<file path="config.mk">
export PLATFORM = sky130hd
export DESIGN_NAME = fsic_io_serdes_rx_ctrl
export DESIGN_NICKNAME = d
export VERILOG_FILES = /design/src/rtl/fsic_io_serdes_rx_ctrl.sv
export SDC_FILE = /design/constraint.sdc
export NUM_CORES = 1
export LEC_CHECK = 0
export CAP_MARGIN = 20
export CORE_UTILIZATION = 45
export CTS_BUF_LIST = sky130_fd_sc_hd__clkbuf_4
export DETAILED_ROUTE_END_ITERATION = 16
export GPL_TIMING_DRIVEN = 0
export PLACE_DENSITY_LB_ADDON = 0.3
export SETUP_SLACK_MARGIN = 0.02
export SYNTH_ARGS = -nofsm -noshare
export SYNTH_HDL_FRONTEND = slang
export SYNTH_SLANG_ARGS = --single-unit
</file>
<file path="constraint.sdc">
create_clock -name coreclk -period 2.5 [get_ports coreclk]
set_clock_uncertainty 0.2 [all_clocks]
set_input_delay 0.375 -clock coreclk [delete_from_list [all_inputs] [get_ports coreclk]]
set_output_delay 0.375 -clock coreclk [all_outputs]
set_load 0.005 [all_outputs]
</file>
<file path="src/rtl/fsic_io_serdes_rx_ctrl.sv">
// Link-training controller for the FSIC IO SERDES receive lane (coreclk domain).
// Define FSIC_RX_CTRL_BITSLIP_EN to enable the rotating bit-slip alignment search.
module fsic_io_serdes_rx_ctrl #(
    parameter int                    pCLK_RATIO     = 4,
    parameter logic [pCLK_RATIO-1:0] pTRAIN_PATTERN = 4'b0011,
    parameter int                    pLOCK_CNT      = 8,
    parameter int                    pSLIP_WIN      = 4,
    parameter int                    pTIMEOUT       = 255,
    parameter int                    pMAX_SLIP      = 8
) (
    input  logic                          coreclk,
    input  logic                          axis_rst,
    input  logic                          ctrl_en,
    input  logic                          retrain,
    input  logic [pCLK_RATIO-1:0]         rxdata_in,
    input  logic                          rxdata_in_valid,
    output logic                          rxen,
    output logic [pCLK_RATIO-1:0]         rxdata_out,
    output logic                          rxdata_out_valid,
    output logic                          link_up,
    output logic [$clog2(pCLK_RATIO)-1:0] slip,
    output logic                          link_err,
    output logic [2:0]                    state
);

    localparam int SLIP_W  = $clog2(pCLK_RATIO);
    localparam int WAIT_W  = $clog2(pTIMEOUT + 1);
    localparam int MATCH_W = $clog2(pLOCK_CNT + 1);
`ifdef FSIC_RX_CTRL_BITSLIP_EN
    localparam int MISS_LIM = pSLIP_WIN;
`else
    localparam int MISS_LIM = pSLIP_WIN * pMAX_SLIP;
`endif
    localparam int MISS_W  = $clog2(MISS_LIM + 1);

    typedef enum logic [2:0] {
        ST_IDLE       = 3'd0,
        ST_EN         = 3'd1,
        ST_WAIT_VALID = 3'd2,
        ST_TRAIN      = 3'd3,
        ST_SLIP       = 3'd4,
        ST_LINK_UP    = 3'd5,
        ST_ERR        = 3'd6
    } state_t;

    // aligned[i] = d[(i + s) mod N], taken from a doubled word shifted right by s
    function automatic logic [pCLK_RATIO-1:0] f_align(input logic [pCLK_RATIO-1:0] d,
                                                     input logic [SLIP_W-1:0]     s);
        logic [2*pCLK_RATIO-1:0] t;
        t = {d, d} >> s;
        return t[pCLK_RATIO-1:0];
    endfunction

    state_t                r_state;
    state_t                w_next;
    logic [WAIT_W-1:0]     r_wait_cnt;
    logic [MATCH_W-1:0]    r_match_cnt;
    logic [MISS_W-1:0]     r_miss_cnt;
    logic [WAIT_W-1:0]     w_wait_inc;
    logic [MATCH_W-1:0]    w_match_inc;
    logic [MISS_W-1:0]     w_miss_inc;
    logic [SLIP_W-1:0]     w_slip;
    logic [pCLK_RATIO-1:0] w_aligned;
    logic                  w_match;

    logic                  r_rxen;
    logic [pCLK_RATIO-1:0] r_rxdata_out;
    logic                  r_link_up;
    logic                  r_link_err;

`ifdef FSIC_RX_CTRL_BITSLIP_EN
    localparam int SCNT_W = $clog2(pMAX_SLIP + 1);
    logic [SLIP_W-1:0] r_slip;
    logic [SCNT_W-1:0] r_slip_cnt;
    logic [SCNT_W-1:0] w_slip_cnt_inc;

    assign w_slip         = r_slip;
    assign w_slip_cnt_inc = r_slip_cnt + SCNT_W'(1);
`else
    assign w_slip = '0;
`endif

    assign w_aligned   = f_align(rxdata_in, w_slip);
    assign w_match     = (w_aligned == pTRAIN_PATTERN);
    assign w_wait_inc  = r_wait_cnt + WAIT_W'(1);
    assign w_match_inc = r_match_cnt + MATCH_W'(1);
    assign w_miss_inc  = r_miss_cnt + MISS_W'(1);

    // ctrl_en low overrides every transition
    always_comb begin
        w_next = r_state;
        if (!ctrl_en) begin
            w_next = ST_IDLE;
        end else begin
            case (r_state)
                ST_IDLE:       w_next = ST_EN;
                ST_EN:         w_next = ST_WAIT_VALID;
                ST_WAIT_VALID: begin
                    if (rxdata_in_valid)
                        w_next = ST_TRAIN;
                    else if (r_wait_cnt == WAIT_W'(pTIMEOUT - 1))
                        w_next = ST_ERR;
                end
                ST_TRAIN: begin
                    if (!rxdata_in_valid) begin
                        w_next = ST_WAIT_VALID;
                    end else if (w_match) begin
                        if (w_match_inc == MATCH_W'(pLOCK_CNT))
                            w_next = ST_LINK_UP;
                    end else if (w_miss_inc == MISS_W'(MISS_LIM)) begin
`ifdef FSIC_RX_CTRL_BITSLIP_EN
                        w_next = ST_SLIP;
`else
                        w_next = ST_ERR;
`endif
                    end
                end
`ifdef FSIC_RX_CTRL_BITSLIP_EN
                ST_SLIP: begin
                    if (w_slip_cnt_inc == SCNT_W'(pMAX_SLIP))
                        w_next = ST_ERR;
                    else
                        w_next = ST_TRAIN;
                end
`endif
                ST_LINK_UP: begin
                    if (retrain)
                        w_next = ST_EN;
                    else if (!rxdata_in_valid)
                        w_next = ST_WAIT_VALID;
                end
                ST_ERR:  w_next = ST_ERR;
                default: w_next = ST_IDLE;
            endcase
        end
    end

    // State, counters and next-state-decoded registered outputs
    always_ff @(posedge coreclk or posedge axis_rst) begin
        if (axis_rst) begin
            r_state      <= ST_IDLE;
            r_wait_cnt   <= '0;
            r_match_cnt  <= '0;
            r_miss_cnt   <= '0;
            r_rxen       <= 1'b0;
            r_rxdata_out <= '0;
            r_link_up    <= 1'b0;
            r_link_err   <= 1'b0;
        end else begin
            r_state <= w_next;

            if (r_state == ST_WAIT_VALID && w_next == ST_WAIT_VALID)
                r_wait_cnt <= w_wait_inc;
            else
                r_wait_cnt <= '0;

            if (r_state == ST_TRAIN && w_next == ST_TRAIN) begin
                r_match_cnt <= w_match ? w_match_inc : '0;
                r_miss_cnt  <= w_match ? '0 : w_miss_inc;
            end else begin
                r_match_cnt <= '0;
                r_miss_cnt  <= '0;
            end

            r_rxen       <= (w_next == ST_EN) || (w_next == ST_WAIT_VALID) ||
                            (w_next == ST_TRAIN) || (w_next == ST_SLIP) ||
                            (w_next == ST_LINK_UP);
            r_rxdata_out <= w_aligned;
            r_link_up    <= (w_next == ST_LINK_UP);
            r_link_err   <= (w_next == ST_ERR);
        end
    end

`ifdef FSIC_RX_CTRL_BITSLIP_EN
    // Slip position and slip-attempt count; slip is frozen outside SLIP
    always_ff @(posedge coreclk or posedge axis_rst) begin
        if (axis_rst) begin
            r_slip     <= '0;
            r_slip_cnt <= '0;
        end else begin
            if (w_next == ST_IDLE)
                r_slip <= '0;
            else if (r_state == ST_SLIP)
                r_slip <= (r_slip == SLIP_W'(pCLK_RATIO - 1)) ? '0 : r_slip + SLIP_W'(1);
            else if (r_state == ST_LINK_UP && w_next == ST_EN)
                r_slip <= '0;

            if (r_state == ST_SLIP)
                r_slip_cnt <= w_slip_cnt_inc;
            else if (r_state == ST_TRAIN && (w_next == ST_TRAIN || w_next == ST_SLIP))
                r_slip_cnt <= r_slip_cnt;
            else
                r_slip_cnt <= '0;
        end
    end
`endif

    assign rxen             = r_rxen;
    assign rxdata_out       = r_rxdata_out;
    assign rxdata_out_valid = r_link_up;
    assign link_up          = r_link_up;
    assign link_err         = r_link_err;
    assign slip             = w_slip;
    assign state            = r_state;

endmodule

</file>
==> impl_metrics.ini, run 1 <==
[clock_tree]
cts_setup_buffers = 0
numCtsBuffers = 3
h-tree-depth = 1
clock_latency_ns = 0.31
cts_hold_buf = 0
clk_pin_slew_ns = 0.14
clock-sinks = 28
root_buffer = clkbuf_4
tritoncts = yes
clock_path_buffers = 2
cts-resized-gates = 0

[layout]
ff_latch_area_um2 = 701
area_growth_pct = 20.0
fin_nets = 177
drive_gt1_share_pct = 18.5
antennaDiodeCount = 0
multi_input_area_um2 = 722
nFillCells = 290
design_area_um2 = 1790

[route]
wl_um = 2600
routed-via-count = 1070
drtIter0Drc = 25
route.detailed.drc = 0
wl_per_cell_um = 12.6
via_per_inst = 5.19
drt-pass1-iter-count = 4
antenna_left = 0

[global_routing]
overflow = 0
grt_pass1_vias = 1084
grt.total_usage_pct = 16.5
grt_pass1_wl_um = 4440
antenna_found_initial = 0
grt_max_degree = 29

[synth]
yosysUniqueCellTypes = 44
yosysWarnings = 0
ys_seq_area_share_pct = 46.9
synth_area_um2 = 1500
avgSynthCellArea_um2 = 10.8
synth_cells = 138
ys_ff_latch = 28

[floorplanning]
die_h_um = 59.6
ios = 22
num_rows = 20
floorplan.die.width_um = 59.6
start_util_pct = 48.2
die-area_um2 = 3560
core_area_um2 = 3100

[sta]
hold_viol_final = 0
setup_viol = 0
max_freq_ghz = 0.473
rsz0062_at_grt = no
setup_tns_ns = 0
fin_crit_ns = 2.11
maxSlewHeadroom_pct = 62.3
fin_crit_sh_pct = 84.5
slew_violations = 0
tightestPinTransition_ns = 0.565

[status]
status = finished clean

[pwr]
vdd_ir_drop_max_mv = 0.242
power.leakage_nw = 0.750
power.density_nw_per_um2 = 446

[worst_setup_path]
critical_path_class = in -> reg
required_ns = 2.52
arrival_ns = 2.13
start_kind = input pin
crit_fanout = 4
cp-end-kind = flip-flop

[run]
max_cap_viol_count = 0

[placed_design]
portBuffers = 19
dpl-instance-area_um2 = 1740
place_congestion = 0.797
dp_hpwl_um = 2000

[min_path]
min_path_type = in -> async
==> cell type report <==
cell class                      instances  share of cell area (%)
Sequential cell                        28                    39.1
Buffer                                  7                    3.42
Clock buffer                            3                    1.26
Multi-Input combinational cell        100                    40.2
Tap cell                               44                    3.07
Timing Repair Buffer                   20                    12.1
Inverter                                4                   0.837
==> cell families after synthesis <==
family,Yosys count,share of synthesized area (%)
and+or+nand+nor,65,27.5
DFF,28,46.9
AOI/OAI and AO/OA,14,7.36
xor gates and xnor gates,13,7.62
buffers and inverters,11,5.10
adders and majority gates,4,3.35
muxes,2,1.92
other,1,0.251
==> layer usage <==
metal	track usage, %	share of wire [%]	up-vias
met3	2.62	1.8	2
met2	29.8	54	10
met1	19.6	44	531
li1	-	-	527
met5	0	0	-
met4	5.65	0.69	0
==> worst paths after layout <==
path / to / depth (start not counted) / start / slack [ns]
max in group asynchronous: r_miss_cnt[1]$_DFF_PP0_ / 3 / axis_rst / 1.44
worst min-delay path: r_miss_cnt[5]$_DFF_PP0_ / 2 / axis_rst / 0.20
worst max register to register: rxen$_DFF_PP0_ / 5 / r_miss_cnt[3]$_DFF_PP0_ / 0.46
min in group coreclk: r_match_cnt[0]$_DFF_PP0_ / 1 / r_match_cnt[0]$_DFF_PP0_ / 0.29
worst max-delay path: rxen$_DFF_PP0_ / 6 / rxdata_in[2] / 0.39
worst min register to register: r_match_cnt[0]$_DFF_PP0_ / 1 / r_match_cnt[0]$_DFF_PP0_ / 0.29
==> power by group <==
| part | switching (mW) | internal (mW) |
|---|---|---|
| clock | 0.118 | 0.0563 |
| sequential | 0.00791 | 0.464 |
| combinational | 0.0725 | 0.0800 |
| total | 0.199 | 0.601 |
==> per-stage QoR <==
stage / worst slack [ns] / hold slack (ns) / utilization (%) / std cells / total power [mW]
2_1_floorplan: 0.620 / 0.206 / - / 139 / 0.574
3_3_place_gp: 0.0872 / 0.266 / 56.2 / 202 / 0.624
3_5_place_dp: 0.0432 / 0.270 / 56.2 / 202 / 0.629
4_1_cts: 0.397 / 0.288 / 56.9 / 205 / 0.804
5_1_grt: 0.335 / 0.232 / 57.8 / 206 / 0.834
6_report: 0.387 / 0.197 / 57.8 / 206 / 0.799
==> sequential cells by signal, summed over array words and instances, names as in the netlist <==
name / cells
rxdata_out: 4
link_up: 1
rxen: 1
state: 3
r_miss_cnt: 6
r_wait_cnt: 8
link_err: 1
r_match_cnt: 4
==> synth_stat cells (all sizes together) <==
library cell,number,area (um2)
inv,4,15.0
o31ai,1,7.51
a221oi,1,26.3
and3b,2,18.8
nand3b,1,7.51
buf,7,61.3
nor3,9,85.1
nor4,1,6.26
and3,3,20.0
nand4,3,18.8
nand2,8,30.0
nand4bb,1,11.3
mux2i,1,13.8
o2bb2ai,1,8.76
nor2,15,56.3
a21boi,1,7.51
mux2,1,15.0
a211oi,1,7.51
dfrtp,28,701
ha,4,50.1
nand3,10,55.1
xor2,7,61.3
o21ai,4,20.0
conb,1,3.75
nor3b,2,20.0
o221ai,1,8.76
a21oi,3,15.0
and4,1,8.76
nand2b,2,12.5
nor4bb,1,10.0
or2,1,6.26
and4bb,1,12.5
and2,2,15.0
a211o,1,8.76
xnor2,6,52.6
and2b,2,17.5
==> placed cells by master, fill, tap and decap left out, types with 4 or more instances in the layout <==
cell | netlist | final
nor3_2 | 8 | 8
nor2_1 | 15 | 15
clkdlybuf4s50_1 | 0 | 19
xnor2_1 | 6 | 6
nand2_1 | 8 | 8
dfrtp_1 | 28 | 28
ha_1 | 4 | 4
nand3_1 | 9 | 9
xor2_1 | 7 | 7
inv_1 | 4 | 4
==> critical path: stages <==
cell,delay [ns]
clkdlybuf4s50_1,0.44
and4bb_1,0.31
and3_1,0.19
nand3_1,0.13
a221oi_4,0.35
mux2_4,0.33
(Power assumes the default switching activity.)
==> inputs of run 2 (changes only) <==
- clock period: 2.5 -> 2.11 ns (I/O delays scaled with it)
==> impl_metrics.ini, run 2 (synthesis gave the netlist of run 1 again) <==
[floorplanning]
core_area_um2 = 3100
floorplan.die.width_um = 59.6
ios = 22
die-area_um2 = 3560
start_util_pct = 48.2
die_h_um = 59.6
num_rows = 20

[global_routing]
grt_pass1_vias = 1084
overflow = 0
grt_max_degree = 29
antenna_found_initial = 0
grt_pass1_wl_um = 4440
grt.total_usage_pct = 16.5

[sta]
maxSlewHeadroom_pct = 62.1
tightestPinTransition_ns = 0.567
setup_viol = 0
max_freq_ghz = 0.494
rsz0062_at_grt = no
fin_crit_sh_pct = 95.9
fin_crit_ns = 2.02
slew_violations = 0
setup_tns_ns = 0
hold_viol_final = 0

[pwr]
swShare_pct = 24.9
power.leakage_nw = 0.778
power.density_nw_per_um2 = 519
finalPower_uw = 949
p_sw_uw = 237
vdd_ir_drop_max_mv = 0.287
p_int_uw = 713
power.share.combinational_pct = 19.3
power.share.sequential_pct = 58.9
clkPwrFrac_pct = 21.8

[layout]
antennaDiodeCount = 0
regMostFlops = r_wait_cnt
final_common_cell = dfrtp_1
reg_top3 = r_wait_cnt x8, r_miss_cnt x6
nFillCells = 282
drive_gt1_share_pct = 20.1
design_area_um2 = 1830
largest_reg_flops = 8
fin_nets = 179
area_growth_pct = 22.3
final_cell_mix = 28 x dfrtp_1, 19 x clkdlybuf4s50_1, 15 x nor2_1, 9 x nand3_1, 8 x nand2_1

[worst_setup_path]
arrival_ns = 2.04
required_ns = 2.12
cp_slowest_stage_delay_ns = 0.44
path_buf_inv = 1
crit_slowest_cell = clkdlybuf4s50_1
critical_path_class = in -> reg
crit_family = simple AND/OR/NAND/NOR gates
start_kind = input pin
cp-end-kind = flip-flop
crit_fanout = 4
crit_chain = clkdlybuf4s50_1 > and4bb_1 > and3_1 > nand3_1 > a221oi_4 > mux2_4

[clock_tree]
h-tree-depth = 1
clock_path_buffers = 2
clock_latency_ns = 0.31
numCtsBuffers = 3
tritoncts = yes
clk_pin_slew_ns = 0.14
root_buffer = clkbuf_4
cts_hold_buf = 0
clock-sinks = 28

[placed_design]
dpl-instance-area_um2 = 1740
dp_hpwl_um = 2000
place_congestion = 0.797
portBuffers = 19

[route]
wl_per_cell_um = 12.7
drt-pass1-iter-count = 4
antenna_left = 0
drtIter0Drc = 21
via_per_inst = 5.25
route.detailed.drc = 0
wl_um = 2630
routed-via-count = 1092

[run]
max_cap_viol_count = 0

[min_path]
min_path_type = in -> async

[status]
status = finished clean
run 2: what timing repair did:
| item | 4_1_cts | 5_1_grt |
|---|---|---|
| setup buffers | 0 | 2 |
| setup endpoints to repair | 0 | 2 |
| resized for setup | 0 | 4 |
run 2: power by group through the flow:
stage | logic, mW | clock network [mW] | registers (mW)
CTS | 0.176 | 0.217 | 0.560
global placement | 0.171 | 0 | 0.569
finish | 0.183 | 0.207 | 0.559
floorplan | 0.110 | 0 | 0.570
detailed placement | 0.176 | 0 | 0.570
global route | 0.198 | 0.231 | 0.562
run 2: stage by stage:
step | hold slack, ns | instances | setup WS (ns) | util (%)
after detailed placement | 0.270 | 202 | -0.288 | 56.2
after floorplan | 0.148 | 139 | 0.230 | -
after global routing | 0.174 | 208 | 0.0313 | 59.0
after CTS | 0.277 | 205 | 0.0652 | 56.9
after global placement | 0.266 | 202 | -0.244 | 56.2
final | 0.140 | 208 | 0.0875 | 59.0
run 2: worst register-to-register path, stage by stage (launching register included):
cell	delay [ns]
dfrtp_1	0.46
and3b_1	0.24
mux2i_4	0.17
o21ai_1	0.14
a221oi_4	0.38
mux2_4	0.33
run 2: cell type report:
class                      instances  area (um2)  area share [%]
sequential                        28         701            38.3
multi-input combinational        100         742            40.6
buffer                             7        61.3            3.35
tap                               44        55.1            3.01
inverter                           4        15.0           0.821
timing repair buffer              22         233            12.7
clock buffer                       3        22.5            1.23
run 2: layer usage:
metal	vias up	global-route usage, %	part of all wire, %
met2	14	29.8	54
met3	2	2.62	1.9
met1	544	19.6	43
met5	-	0	0
li1	532	-	-
met4	0	5.65	0.65
run 2: path summary, 6_finish.rpt:
| kind | depth (start not counted) | endpoint | start | slack, ns |
|---|---|---|---|---|
| worst max-delay path | 6 | rxen$_DFF_PP0_ | rxdata_in[2] | 0.09 |
| worst min register to register | 1 | r_match_cnt[0]$_DFF_PP0_ | r_match_cnt[0]$_DFF_PP0_ | 0.29 |
| worst max register to register | 5 | rxen$_DFF_PP0_ | r_miss_cnt[3]$_DFF_PP0_ | 0.10 |
| worst min-delay path | 2 | r_miss_cnt[5]$_DFF_PP0_ | axis_rst | 0.14 |
| max in group asynchronous | 3 | r_match_cnt[2]$_DFF_PP0_ | axis_rst | 1.10 |
| min in group coreclk | 1 | r_match_cnt[0]$_DFF_PP0_ | r_match_cnt[0]$_DFF_PP0_ | 0.29 |
==> inputs of run 3 (changes only) <==
- clock period: 2.11 -> 2.3 ns (I/O delays scaled with it)
==> results of run 3 <==
Same layout as run 1 (identical final DEF). Status: finished clean.
Among the figures that moved: setup slack after placement 0.0432 ns -> -0.127 ns; setup slack after layout 0.387 ns -> 0.217 ns; hold slack 0.197 ns -> 0.167 ns; register-to-register setup slack 0.46 ns -> 0.26 ns; total power 0.799 mW -> 0.869 mW; worst IR drop on VDD 0.242 mV -> 0.263 mV
